## src/rtl/spi_pkg.sv

```systemverilog
// Shared definitions for the SPI register bank: frame geometry, R/W encoding and FSM states.
package spi_pkg;

    localparam logic RW_WRITE = 1'b1;

    typedef enum logic [1:0] {
        StIdle,
        StHdr,
        StData,
        StCommit
    } spi_state_e;

    function automatic int unsigned frame_width(int unsigned addr_w, int unsigned data_w);
        return 1 + addr_w + data_w;
    endfunction

    function automatic int unsigned rw_pos(int unsigned addr_w, int unsigned data_w);
        return frame_width(addr_w, data_w) - 1;
    endfunction

endpackage

```

## src/rtl/spi_sync.sv

```systemverilog
// Multi-stage synchroniser with optional registered rise/fall pulses, aligned with o_q changing.
module spi_sync #(
    parameter int unsigned STAGES = 2,
    parameter bit          EDGES  = 1'b1
) (
    input  logic clk,
    input  logic rst_n,
    input  logic i_d,
    output logic o_q,
    output logic o_rise,
    output logic o_fall
);

    logic [STAGES-1:0] r_chain;

    always_ff @(posedge clk or negedge rst_n) begin
        if (!rst_n) begin
            r_chain <= '0;
        end else begin
            r_chain <= {r_chain[STAGES-2:0], i_d};
        end
    end

    assign o_q = r_chain[STAGES-1];

    if (EDGES) begin : g_edges
        logic r_rise;
        logic r_fall;

        always_ff @(posedge clk or negedge rst_n) begin
            if (!rst_n) begin
                r_rise <= 1'b0;
                r_fall <= 1'b0;
            end else begin
                r_rise <= r_chain[STAGES-2] & ~r_chain[STAGES-1];
                r_fall <= ~r_chain[STAGES-2] & r_chain[STAGES-1];
            end
        end

        assign o_rise = r_rise;
        assign o_fall = r_fall;
    end else begin : g_no_edges
        assign o_rise = 1'b0;
        assign o_fall = 1'b0;
    end

endmodule

```

## src/rtl/spi_reg_bank.sv

```systemverilog
// SPI mode-0 register bank: synchronised frame decode, register write/read-back and error pulses.
module spi_reg_bank
    import spi_pkg::*;
#(
    parameter int unsigned NUM_REGS    = 5,
    parameter int unsigned DATA_W      = 8,
    parameter int unsigned ADDR_W      = 7,
    parameter int unsigned SYNC_STAGES = 2
) (
    input  logic                         clk,
    input  logic                         rst_n,
    input  logic                         SCLK,
    input  logic                         COPI,
    input  logic                         nCS,
    output logic                         CIPO,
    output logic                         cipo_oe,
    output logic [NUM_REGS*DATA_W-1:0]   regs_flat,
    output logic                         wr_strobe,
    output logic [ADDR_W-1:0]            wr_addr,
    output logic                         frame_err,
    output logic                         addr_err
);

    localparam int unsigned FRAME_W = frame_width(ADDR_W, DATA_W);
    localparam int unsigned RW_POS  = rw_pos(ADDR_W, DATA_W);
    localparam int unsigned HDR_W   = 1 + ADDR_W;
    localparam int unsigned CNT_W   = $clog2(FRAME_W + 2);
    localparam logic [ADDR_W:0] NUM_REGS_A = (ADDR_W + 1)'(NUM_REGS);

    logic w_sclk_sync, w_sclk_rise, w_sclk_fall;
    logic w_ncs_sync, w_ncs_rise, w_ncs_fall;
    logic w_copi, w_copi_rise, w_copi_fall;
    logic w_unused;

    spi_sync #(.STAGES(SYNC_STAGES), .EDGES(1'b1)) u_sync_sclk (
        .clk(clk), .rst_n(rst_n), .i_d(SCLK),
        .o_q(w_sclk_sync), .o_rise(w_sclk_rise), .o_fall(w_sclk_fall)
    );

    spi_sync #(.STAGES(SYNC_STAGES), .EDGES(1'b1)) u_sync_ncs (
        .clk(clk), .rst_n(rst_n), .i_d(nCS),
        .o_q(w_ncs_sync), .o_rise(w_ncs_rise), .o_fall(w_ncs_fall)
    );

    spi_sync #(.STAGES(SYNC_STAGES + 1), .EDGES(1'b0)) u_sync_copi (
        .clk(clk), .rst_n(rst_n), .i_d(COPI),
        .o_q(w_copi), .o_rise(w_copi_rise), .o_fall(w_copi_fall)
    );

    assign w_unused = ^{w_sclk_sync, w_copi_rise, w_copi_fall};

    spi_state_e r_state, w_state_d;
    logic [CNT_W-1:0]             r_cnt;
    logic [FRAME_W-1:0]           r_shift;
    logic [DATA_W-1:0]            r_tx;
    logic [NUM_REGS*DATA_W-1:0]   r_regs;
    logic [ADDR_W-1:0]            r_wr_addr;
    logic r_cipo, r_seen_high, r_wr_strobe, r_frame_err, r_addr_err;

    logic w_start, w_shift, w_load, w_txshift, w_commit;
    logic w_len_ok, w_addr_ok, w_rw, w_hdr_rw;
    logic [ADDR_W-1:0] w_addr, w_hdr_addr;
    logic [DATA_W-1:0] w_data, w_rd_data, w_tx_load;

    assign w_rw       = r_shift[RW_POS];
    assign w_addr     = r_shift[FRAME_W-2 -: ADDR_W];
    assign w_data     = r_shift[DATA_W-1:0];
    assign w_len_ok   = (r_cnt == CNT_W'(FRAME_W));
    assign w_addr_ok  = ({1'b0, w_addr} < NUM_REGS_A);
    // Only the header has been shifted in when the read data is fetched.
    assign w_hdr_rw   = r_shift[HDR_W-1];
    assign w_hdr_addr = r_shift[ADDR_W-1:0];

    always_comb begin
        w_rd_data = '0;
        for (int i = 0; i < NUM_REGS; i++) begin
            if (w_hdr_addr == ADDR_W'(i)) w_rd_data = r_regs[i*DATA_W +: DATA_W];
        end
    end

    assign w_tx_load = (w_hdr_rw == RW_WRITE) ? '0 : w_rd_data;

    always_ff @(posedge clk or negedge rst_n) begin
        if (!rst_n) r_state <= StIdle;
        else        r_state <= w_state_d;
    end

    always_comb begin
        w_state_d = r_state;
        w_start   = 1'b0;
        w_shift   = 1'b0;
        w_load    = 1'b0;
        w_txshift = 1'b0;
        w_commit  = 1'b0;
        unique case (r_state)
            StIdle: begin
                if (w_ncs_fall && r_seen_high) begin
                    w_state_d = StHdr;
                    w_start   = 1'b1;
                end
            end
            StHdr: begin
                if (w_ncs_rise) begin
                    w_state_d = StCommit;
                    w_commit  = 1'b1;
                end else if (w_sclk_rise) begin
                    w_shift = 1'b1;
                    if (r_cnt == CNT_W'(HDR_W - 1)) w_state_d = StData;
                end
            end
            StData: begin
                if (w_ncs_rise) begin
                    w_state_d = StCommit;
                    w_commit  = 1'b1;
                end else begin
                    w_shift = w_sclk_rise;
                    if (w_sclk_fall) begin
                        w_load    = (r_cnt == CNT_W'(HDR_W));
                        w_txshift = (r_cnt != CNT_W'(HDR_W));
                    end
                end
            end
            StCommit: begin
                w_state_d = StIdle;
                if (w_ncs_fall) begin
                    w_state_d = StHdr;
                    w_start   = 1'b1;
                end
            end
            default: w_state_d = StIdle;
        endcase
    end

    always_ff @(posedge clk or negedge rst_n) begin
        if (!rst_n) begin
            r_cnt       <= '0;
            r_shift     <= '0;
            r_tx        <= '0;
            r_regs      <= '0;
            r_wr_addr   <= '0;
            r_cipo      <= 1'b0;
            r_seen_high <= 1'b0;
            r_wr_strobe <= 1'b0;
            r_frame_err <= 1'b0;
            r_addr_err  <= 1'b0;
        end else begin
            r_wr_strobe <= 1'b0;
            r_frame_err <= 1'b0;
            r_addr_err  <= 1'b0;
            if (w_ncs_sync) r_seen_high <= 1'b1;
            if (w_start) begin
                r_cnt   <= '0;
                r_shift <= '0;
                r_tx    <= '0;
                r_cipo  <= 1'b0;
            end
            if (w_shift) begin
                if (r_cnt < CNT_W'(FRAME_W)) r_shift <= {r_shift[FRAME_W-2:0], w_copi};
                if (r_cnt < CNT_W'(FRAME_W + 1)) r_cnt <= r_cnt + CNT_W'(1);
            end
            if (w_load) begin
                r_cipo <= w_tx_load[DATA_W-1];
                r_tx   <= {w_tx_load[DATA_W-2:0], 1'b0};
            end else if (w_txshift) begin
                r_cipo <= r_tx[DATA_W-1];
                r_tx   <= {r_tx[DATA_W-2:0], 1'b0};
            end
            if (w_commit) begin
                r_cipo <= 1'b0;
                if (!w_len_ok) begin
                    r_frame_err <= 1'b1;
                end else if (w_rw == RW_WRITE) begin
                    if (w_addr_ok) begin
                        r_wr_strobe <= 1'b1;
                        r_wr_addr   <= w_addr;
                        for (int i = 0; i < NUM_REGS; i++) begin
                            if (w_addr == ADDR_W'(i)) r_regs[i*DATA_W +: DATA_W] <= w_data;
                        end
                    end else begin
                        r_addr_err <= 1'b1;
                    end
                end
            end
        end
    end

    assign CIPO      = r_cipo;
    assign cipo_oe   = r_seen_high & ~w_ncs_sync;
    assign regs_flat = r_regs;
    assign wr_strobe = r_wr_strobe;
    assign wr_addr   = r_wr_addr;
    assign frame_err = r_frame_err;
    assign addr_err  = r_addr_err;

endmodule

```

## config.mk

```make
export PLATFORM = sky130hd
export DESIGN_NAME = spi_reg_bank
export DESIGN_NICKNAME = d
export VERILOG_FILES = /design/src/rtl/spi_pkg.sv /design/src/rtl/spi_sync.sv /design/src/rtl/spi_reg_bank.sv
export SDC_FILE = /design/constraint.sdc
export NUM_CORES = 1
export LEC_CHECK = 0
export ABC_AREA = 1
export CAP_MARGIN = 20
export CELL_PAD_IN_SITES_DETAIL_PLACEMENT = 0
export CELL_PAD_IN_SITES_GLOBAL_PLACEMENT = 1
export CORE_UTILIZATION = 42
export DETAILED_ROUTE_END_ITERATION = 10
export PLACE_DENSITY_LB_ADDON = 0.12
export SETUP_SLACK_MARGIN = 0.05
export SLEW_MARGIN = 20
export SYNTH_ARGS = -nofsm -noshare
export SYNTH_HDL_FRONTEND = slang
export SYNTH_SLANG_ARGS = --single-unit
export TNS_END_PERCENT = 20
```

## constraint.sdc

```tcl
create_clock -name clk -period 2.5 [get_ports clk]
set_input_delay 0.5 -clock clk [delete_from_list [all_inputs] [get_ports clk]]
set_output_delay 0.5 -clock clk [all_outputs]
set_load 0.1 [all_outputs]
```

### Word level (Yosys, flattened, before mapping)

Cells that the tools add are included.

| operators by class | value |
|---|---|
| add/subtract/negate cells | 1 |
| magnitude comparators | 3 |
| eq/ne operators | 19 |
| multiplexer cells | 51 |
| bitwise gates (word level) | 9 |
| reduce and logical (&&, ||, !) cells | 14 |

Operators by type and width:

| cell | count |
|---|---|
| 8-bit 2-to-1 mux | 9 |
| 16-bit 2-to-1 mux | 3 |
| 7-bit by 2-bit equality test with 1-bit output, second input constant | 4 |
| 1-bit 2-to-1 mux | 28 |
| 5-bit AND reduction | 5 |
| 5-bit 2-to-1 mux | 3 |
| 7-bit by 1-bit equality test with 1-bit output, second input constant | 2 |
| 7-bit by 3-bit equality test with 1-bit output, second input constant | 2 |
| 7-bit logical NOT | 2 |
| 5-bit < comparator, second input constant | 2 |
| 2-bit 2-to-1 mux | 5 |
| 2-bit case mux with 4 select lines | 1 |
| 4-bit AND reduction | 2 |
| 7-bit by 3-bit < comparator with 1-bit output, second input constant | 1 |
| 5-bit by 1-bit adder with 5-bit output, second input constant | 1 |
| 1-bit bitwise AND | 5 |
| 5-bit by 3-bit equality test with 1-bit output, second input constant | 1 |
| 5-bit by 4-bit equality test with 1-bit output, second input constant | 1 |
| 5-bit equality test, second input constant | 1 |
| 5-bit by 4-bit != test with 1-bit output, second input constant | 1 |
| 2-bit equality test, second input constant | 2 |
| 1-bit NOT | 4 |
| 1-bit case mux with 2 select lines | 2 |
| 4-bit nonzero test | 1 |
| 9 further kinds | 9 |

| storage, ports and cells | value |
|---|---|
| register bits after elaboration | 94 |
| bits of input ports | 5 |
| output and inout port bits | 52 |
| logic and storage cells | 119 |

### Depth between registers and ports, before layout

Gate-level depths: netlist of the first run.

| depth | value |
|---|---|
| depth in word-level cells | 9 |
| gate-level depth with buffers | 11 |
| depth with buffers taken out | 11 |

### Hierarchy

Synthesis of the first run repeated with hierarchy kept, for this count alone.

| second synthesis, totals | value |
|---|---|
| cell total of the unflattened synthesis | 509 |
| area, all modules | 4395.5 um^2 |

Modules (own cells, without submodules):

| module | instances | cells each | area each (um^2) |
|---|---|---|---|
| spi_reg_bank | 1 | 487 | 4071.4 |
| spi_sync (u_sync_ncs ...) | 2 | 8 | 115.1 |
| spi_sync (u_sync_copi) | 1 | 6 | 93.8 |

### Least setup slack after synthesis of the first run

Ideal clock, no wire load.

| timing path | value |
|---|---|
| path type | reg-to-output |
| start point | register r_seen_high |
| end point | output port cipo_oe |
| data arrival time | 1.647 ns |
| data required time | 2.000 ns |
| path slack | 0.353 ns |
| cell stages (with the launch flop) | 3 |
| path buffers | 0 |
| path through | dfrtp_1 > inv_1 > nor2_1 |

| on the way | value |
|---|---|
| word-level cells in the longest chain between the ends | 1 |

RTL lines:

| item | line | text |
|---|---|---|
| start: declaration | spi_reg_bank.sv:58 | `logic r_cipo, r_seen_high, r_wr_strobe, r_frame_err, r_addr_err;` |
| start signal: assignment | spi_reg_bank.sv:142 | `r_seen_high <= 1'b0;` |
| start signal: assignment | spi_reg_bank.sv:150 | `if (w_ncs_sync) r_seen_high <= 1'b1;` |
| 1-bit bitwise AND | spi_reg_bank.sv:188 | `assign cipo_oe = r_seen_high & ~w_ncs_sync;` |
| end: declaration | spi_reg_bank.sv:16 | `output logic cipo_oe,` |

Every way passes these cells.

### Worst setup path after layout of the first run

| timing path | value |
|---|---|
| start point | register r_state[0] |
| end point | register r_tx[6] |

| on the way | value |
|---|---|
| word-level cells in the longest chain between the ends | 4 |
| elaborated cells on any way between the ends | 9 |
| those cells by class | eq/ne: 2; mux: 5; reduce/logical: 2 |

RTL lines:

| item | line | text |
|---|---|---|
| start: declaration | spi_reg_bank.sv:52 | `spi_state_e r_state, w_state_d;` |
| start signal: assignment | spi_reg_bank.sv:84 | `if (!rst_n) r_state <= StIdle;` |
| start signal: assignment | spi_reg_bank.sv:85 | `else r_state <= w_state_d;` |
| 2-bit equality test | spi_reg_bank.sv:95 | `unique case (r_state)` |
| 1-bit 2-to-1 mux | spi_reg_bank.sv:95 |  |
| 8-bit 2-to-1 mux | spi_reg_bank.sv:164 | `end else if (w_txshift) begin` |
| 8-bit 2-to-1 mux | spi_reg_bank.sv:161 | `if (w_load) begin` |
| end signal: assignment | spi_reg_bank.sv:163 | `r_tx <= {w_tx_load[DATA_W-2:0], 1'b0};` |
| end signal: assignment | spi_reg_bank.sv:166 | `r_tx <= {r_tx[DATA_W-2:0], 1'b0};` |
| end: declaration | spi_reg_bank.sv:55 | `logic [DATA_W-1:0] r_tx;` |

Several ways; a longest one is shown, not always the timed one.
A chain may end at the register's enable or synchronous reset.

==> results.py, run 1 <==
metrics = {
    "outcome": {
        "status": "completed",
    },
    "global_routing": {
        "grt_use_met2": 0.332,
        "use_met3": 0.0444,
        "top_usage_layer": "met2",
        "grt_pass1_vias": 3155,
        "grt_max_degree": 41,
        "grt_pass1_wl_mm": 16.9,
        "grt_usage": 0.219,
        "overflow": 0,
        "antenna_found_initial": 0,
        "gr-usage-met1": 0.314,
    },
    "timing": {
        "finalCritPeriodShare": 0.752,
        "setup_violations": 0,
        "fin_crit_ns": 1.88,
        "slew_headroom": 0.628,
        "worst_pin_slew_ns": 0.559,
        "hold_viol": 0,
        "clock_skew_ns": 0.0139,
        "clock.fmax_mhz": 532,
        "slew_violations": 0,
        "tns_ns": 0,
        "rsz0062_at_grt": "no",
    },
    "finish": {
        "layout.area.seq_mm2": 0.00233,
        "multi_input_area_mm2": 0.00167,
        "n_fill_cell": 905,
        "final_nets": 547,
        "post-route-util": 0.522,
        "drive_gt1_frac": 0.248,
        "n_antenna_cell": 0,
        "syn2layout_area_growth_pct": 19.1,
    },
    "clock_tree": {
        "clk_pin_slew_ns": 0.09,
        "cts.htree.levels": 3,
        "root_buffer": "clkbuf_8",
        "clock_path_buffers": 2,
        "tritoncts": "done",
        "clk-insertion-delay-late_ns": 0.37,
        "cts_hold_buf": 0,
        "post-cts-setup-buffer-count": 0,
        "ctsResizeCount": 0,
        "numCtsBuffers": 9,
        "clock_sinks": 93,
    },
    "synthesis": {
        "yosysSeqAreaShare": 0.539,
        "synth_edf_count": 0,
        "synth_nets": 482,
        "synth_top_flop_cell": "dfrtp_1",
        "async_flop_share": 1.00,
        "postSynthAreaPerCell_um2": 9.19,
        "synth_top_area_frac": 0.539,
        "ys_ff_latch": 93,
        "syn_area_mm2": 0.00432,
        "synth_largest_area_cell": "dfrtp_1",
        "synthTopCellsByArea": "dfrtp_1, nand2_1, nand3_1",
        "synth_cells": 470,
        "yosys.cell_count.top_type": "nand2_1",
        "ys_top_cells_by_count": "nand2_1, dfrtp_1, inv_1",
        "ys_warn_count": 0,
        "yosys.cell_types.count": 37,
    },
    "drt": {
        "first_pass_iters": 5,
        "viasPerCell": 4.92,
        "first_iter_violations": 156,
        "num_vias": 3308,
        "routed_wl_mm": 10.5,
        "drc_errors": 0,
        "wire_per_inst_um": 15.6,
        "antenna_left": 0,
    },
    "placement": {
        "post-dp-hpwl_mm": 7.46,
        "gp_congestion": 0.852,
        "portBuffers": 56,
    },
    "critical_path": {
        "setup.worst_path.end_class": "flop",
        "start_kind": "flop",
        "cp_max_fo": 8,
        "critPathKind": "reg -> reg",
        "crit_arrival_ns": 2.19,
        "crit_required_ns": 2.81,
    },
    "power": {
        "p_leak_uw": 0.00271,
        "ir_drop_mv": 0.438,
        "power_density_mw_per_mm2": 756,
        "power_uw": 3890,
    },
    "floorplan": {
        "die_w_um": 103,
        "die_h_um": 103,
        "num_rows": 36,
        "top_level_ports": 57,
        "core_mm2": 0.00986,
        "die_area_mm2": 0.0107,
        "start_util": 0.438,
    },
    "flow_run": {
        "maxCapViolCount": 0,
    },
    "min_path": {
        "hold_class": "in -> async",
    },
}
-- layer usage --
| layer | part of all wire | wire [um] |
|---|---|---|
| met5 | 0 | 0 |
| met4 | 0.014 | 146 |
| met3 | 0.035 | 362 |
| met2 | 0.45 | 4680 |
| met1 | 0.50 | 5290 |
-- where the power goes --
group | switching (uW) | leakage (uW) | internal [uW]
Sequential | 104 | 0.00126 | 1600
Clock | 523 | 0.000112 | 539
Combinational | 810 | 0.00133 | 318
-- worst paths after layout --
kind,start,slack (ns),endpoint,cells past startpoint
min in group clk,u_sync_copi.r_chain[0]$_DFF_PN0_,0.35,u_sync_copi.r_chain[1]$_DFF_PN0_,0
max in group asynchronous,rst_n,1.84,r_shift[1]$_DFF_PN0_,2
max reg2reg,r_state[0]$_DFFE_PN0P_,0.62,r_tx[6]$_DFFE_PN0P_,7
max,r_state[0]$_DFFE_PN0P_,0.62,r_tx[6]$_DFFE_PN0P_,7
min reg2reg,u_sync_copi.r_chain[0]$_DFF_PN0_,0.35,u_sync_copi.r_chain[1]$_DFF_PN0_,0
min,rst_n,0.12,wr_addr[0]$_DFFE_PN0P_,1
-- through the flow --
| stage | area, um2 | setup WS [ns] | hold slack [ns] | std cells |
|---|---|---|---|---|
| after floorplan | 4320 | 0.353 | 0.204 | 470 |
| after global placement | 4930 | 0.638 | 0.333 | 657 |
| after detailed placement | 4930 | 0.624 | 0.335 | 657 |
| after CTS | 5140 | 0.608 | 0.121 | 673 |
| after global routing | 5140 | 0.432 | 0.147 | 673 |
| final | 5140 | 0.621 | 0.119 | 673 |
-- area by class of cell --
cell class / instances / area share
clock inverter: 4 / 0.00875
clock buffer: 12 / 0.0321
inverter: 64 / 0.0477
sequential: 93 / 0.452
timing repair buffer: 66 / 0.103
multi-input combinational: 301 / 0.324
tap: 133 / 0.0323
-- cells in the final DEF, fill, tap and decap left out, types with 2 or more instances in the layout --
cell,netlist,layout
o21bai_1,3,3
nand4_1,2,2
nand2_1,102,102
o21ai_2,22,22
a21oi_1,7,7
nor2_4,4,4
nand3_1,48,48
clkbuf_8,0,12
inv_2,10,10
clkdlybuf4s50_1,0,3
nor2_1,20,20
inv_1,53,53
o21ai_1,13,13
ha_1,7,7
nand2_4,6,6
or2_0,3,3
nor3_1,3,3
buf_4,0,61
buf_12,0,2
clkinv_2,0,3
o21ai_0,38,38
nand2_2,3,3
dfrtp_1,93,93
o22ai_1,3,3
o211ai_1,5,5
-- registers in the layout, summed over array words and instances (netlist names) --
signal,count
CIPO,1
addr_err,1
frame_err,1
r_cnt,5
r_seen_high,1
r_shift,16
r_state,2
r_tx,7
regs_flat,40
u_sync_copi.r_chain,3
u_sync_ncs.o_fall,1
u_sync_ncs.o_rise,1
u_sync_ncs.r_chain,2
u_sync_sclk.o_fall,1
u_sync_sclk.o_rise,1
u_sync_sclk.r_chain,2
wr_addr,7
wr_strobe,1
-- kinds of logic after synthesis --
family          count (synthesis)  share of synthesized area
flops                          93                      0.539
compound gates                 92                      0.134
fa+ha+maj                       7                     0.0203
buf+inv                        76                     0.0750
xor+xnor                        2                    0.00406
simple gates                  200                      0.228
-- worst max-delay path, stage by stage (launching register included) --
cell	delay (ns)
dfrtp_1	0.42
inv_1	0.11
ha_1	0.23
nand3_1	0.14
nor3_2	0.47
o21ai_0	0.18
o21bai_1	0.20
nand3_1	0.07
Note: power is estimated with default switching activity, not from simulation.
==> run 2, diff against run 1 <==
--- a/config.mk
+++ b/config.mk
@@ -9,7 +9,7 @@
 export CAP_MARGIN = 20
 export CELL_PAD_IN_SITES_DETAIL_PLACEMENT = 0
 export CELL_PAD_IN_SITES_GLOBAL_PLACEMENT = 1
-export CORE_UTILIZATION = 42
+export CORE_UTILIZATION = 38
 export DETAILED_ROUTE_END_ITERATION = 10
 export PLACE_DENSITY_LB_ADDON = 0.12
 export SETUP_SLACK_MARGIN = 0.05
==> constraint.sdc (replaced) <==
create_clock -name clk -period 1.7 [get_ports clk]
set_input_delay 0.34 -clock clk [delete_from_list [all_inputs] [get_ports clk]]
set_output_delay 0.34 -clock clk [all_outputs]
set_load 0.1 [all_outputs]
==> results.py, run 2 (same netlist as run 1, synthesis figures left out) <==
metrics = {
    "outcome": {
        "status": "completed",
    },
    "placement": {
        "post-dp-hpwl_mm": 7.97,
        "post-place-cells": 682,
        "dp_slack_ns": 0.00529,
        "gp_congestion": 0.893,
        "portBuffers": 56,
    },
    "drt": {
        "num_vias": 3460,
        "first_pass_iters": 4,
        "route.met3.wl_um": 420,
        "wire_per_inst_um": 15.5,
        "wl_met2_mm": 5.25,
        "antenna_left": 0,
        "highest_layer": "met4",
        "first_iter_violations": 208,
        "wl_met1_mm": 5.22,
        "drc_errors": 0,
        "routed_wl_mm": 11.0,
        "viasPerCell": 4.89,
    },
    "global_routing": {
        "antenna_found_initial": 0,
        "grt_max_degree": 48,
        "grt_pass1_wl_mm": 18.0,
        "grt_usage": 0.208,
        "grt_pass1_vias": 3374,
        "overflow": 0,
    },
    "finish": {
        "drive_gt1_frac": 0.313,
        "mostFrequentLayoutCell": "nand2_1",
        "n_fill_cell": 999,
        "largest_register_ffs": 40,
        "n_antenna_cell": 0,
        "fin_cells": 708,
        "post-route-util": 0.574,
        "syn2layout_area_growth_pct": 45.3,
        "final_nets": 575,
        "most-common-layout-cells": "nand2_1, dfrtp_1, buf_12, inv_1, nand3_1",
    },
    "critical_path": {
        "start_kind": "flop",
        "endpoint": "regs_flat[21]$_DFFE_PN0P_",
        "setup.worst_path.end_class": "flop",
        "rr_worst_depth": 10,
        "cp_max_fo": 8,
        "r2r-end": "regs_flat[21]$_DFFE_PN0P_",
        "r2r_start": "r_state[1]$_DFFE_PN0P_",
        "startpoint": "r_state[1]$_DFFE_PN0P_",
        "path_cells": "inv_2 > ha_4 > nand3_4 > nor2_4 > nand2_4 > nor2_8 > buf_12 > nand2_8 > nand2_2 > o21ai_2",
        "cp_slowest_cell": "dfrtp_1",
        "crit_required_ns": 1.93,
        "crit_arrival_ns": 1.88,
        "reg2reg_slack_ns": 0.06,
        "critPathKind": "reg -> reg",
        "slowest_delay_ns": 0.37,
    },
    "timing": {
        "clock_skew_ns": 0.00527,
        "hold_viol": 0,
        "worst_pin_slew_ns": 0.450,
        "clock.fmax_mhz": 608,
        "slew_headroom": 0.699,
        "fin_ws_ns": 0.0551,
        "slew_violations": 0,
        "finalCritPeriodShare": 0.968,
        "rsz0062_at_grt": "yes",
        "setup_violations": 0,
        "fin_crit_ns": 1.64,
    },
    "flow_run": {
        "maxCapViolCount": 0,
    },
    "floorplan": {
        "start_util": 0.395,
        "die_w_um": 109,
        "top_level_ports": 57,
        "die_area_mm2": 0.0118,
        "core_mm2": 0.0109,
        "num_rows": 38,
        "die_h_um": 109,
    },
    "clock_tree": {
        "tritoncts": "done",
        "cts.htree.levels": 3,
        "root_buffer": "clkbuf_16",
        "numCtsBuffers": 9,
        "clk_pin_slew_ns": 0.06,
        "clock_sinks": 93,
        "clk-insertion-delay-late_ns": 0.34,
        "clock_path_buffers": 2,
    },
    "power": {
        "power_uw": 6570,
        "ir_drop_mv": 0.806,
        "power_density_mw_per_mm2": 1050,
        "p_leak_uw": 0.00301,
    },
    "min_path": {
        "hold_class": "reg -> reg",
    },
}
run 2: cell count changes in the layout (fill, tap and decap cells not counted), moves of 4 or more:
cell | previous run | this run
clkbuf_16 | 0 | 9
clkbuf_8 | 12 | 2
inv_1 | 53 | 49
nand2_8 | 0 | 4
nand2_1 | 102 | 95
buf_12 | 2 | 57
inv_2 | 10 | 14
buf_4 | 61 | 30
run 2: routing by layer:
layer | global-route usage | up-vias
li1 | - | 1714
met1 | 0.294 | 1670
met2 | 0.328 | 69
met3 | 0.0377 | 7
met4 | 0.0560 | 0
met5 | 0 | -
run 2: worst min-delay path by stage:
stage	startpoint	to	slack, ns	depth (start not counted)
final	u_sync_copi.r_chain[0]$_DFF_PN0_	u_sync_copi.r_chain[1]$_DFF_PN0_	0.35	0
after global routing	u_sync_copi.r_chain[1]$_DFF_PN0_	u_sync_copi.r_chain[2]$_DFF_PN0_	0.35	0
after CTS	u_sync_copi.r_chain[1]$_DFF_PN0_	u_sync_copi.r_chain[2]$_DFF_PN0_	0.35	0
after detailed placement	rst_n	u_sync_ncs.r_chain[1]$_DFF_PN0_	0.18	1
after global placement	rst_n	u_sync_ncs.r_chain[1]$_DFF_PN0_	0.18	1
after floorplan	rst_n	CIPO$_DFFE_PN0P_	0.04	0
run 2: area by class of cell:
type,instances,area [um2],share of cell area
Sequential cell,93,2330,0.371
Clock inverter,4,22.5,0.00359
Tap cell,140,175,0.0279
Inverter,64,245,0.0391
Clock buffer,12,256,0.0409
Timing Repair Buffer,92,1420,0.226
Multi-Input combinational cell,303,1830,0.292
run 2: metrics by stage:
| step | hold slack, ns | setup TNS (ns) | area (um2) |
|---|---|---|---|
| 2_1_floorplan | 0.0444 | 0 | 4340 |
| 3_3_place_gp | 0.179 | 0 | 5770 |
| 3_5_place_dp | 0.178 | 0 | 5770 |
| 4_1_cts | 0.349 | 0 | 6220 |
| 5_1_grt | 0.355 | -0.424 | 6280 |
| 6_report | 0.348 | 0 | 6280 |
run 2: critical path, delay by kind of cell, from the launching register on:
kind	cells	cell delay (ns)
and+or+nand+nor	6	0.60
adders and majority gates	1	0.29
DFF	1	0.37
AOI/OAI and AO/OA	1	0.05
buffers and inverters	2	0.22
run 2: power by group:
part	total (uW)	internal [uW]	leakage [uW]	switching, uW
logic	2200	856	0.00161	1340
registers	2480	2350	0.00126	127
clock network	1890	1060	0.000138	828
total	6570	4270	0.00301	2300
run 2: repair_timing:
item                                    4_1_cts  5_1_grt
pin swaps                                     8        7
gates cloned                                  2        0
endpoints found under the hold margin         6        0
hold buffers                                  1        0
gates resized for setup                      18       12
endpoints found under the setup margin       27       58
buffers inserted                              5        2
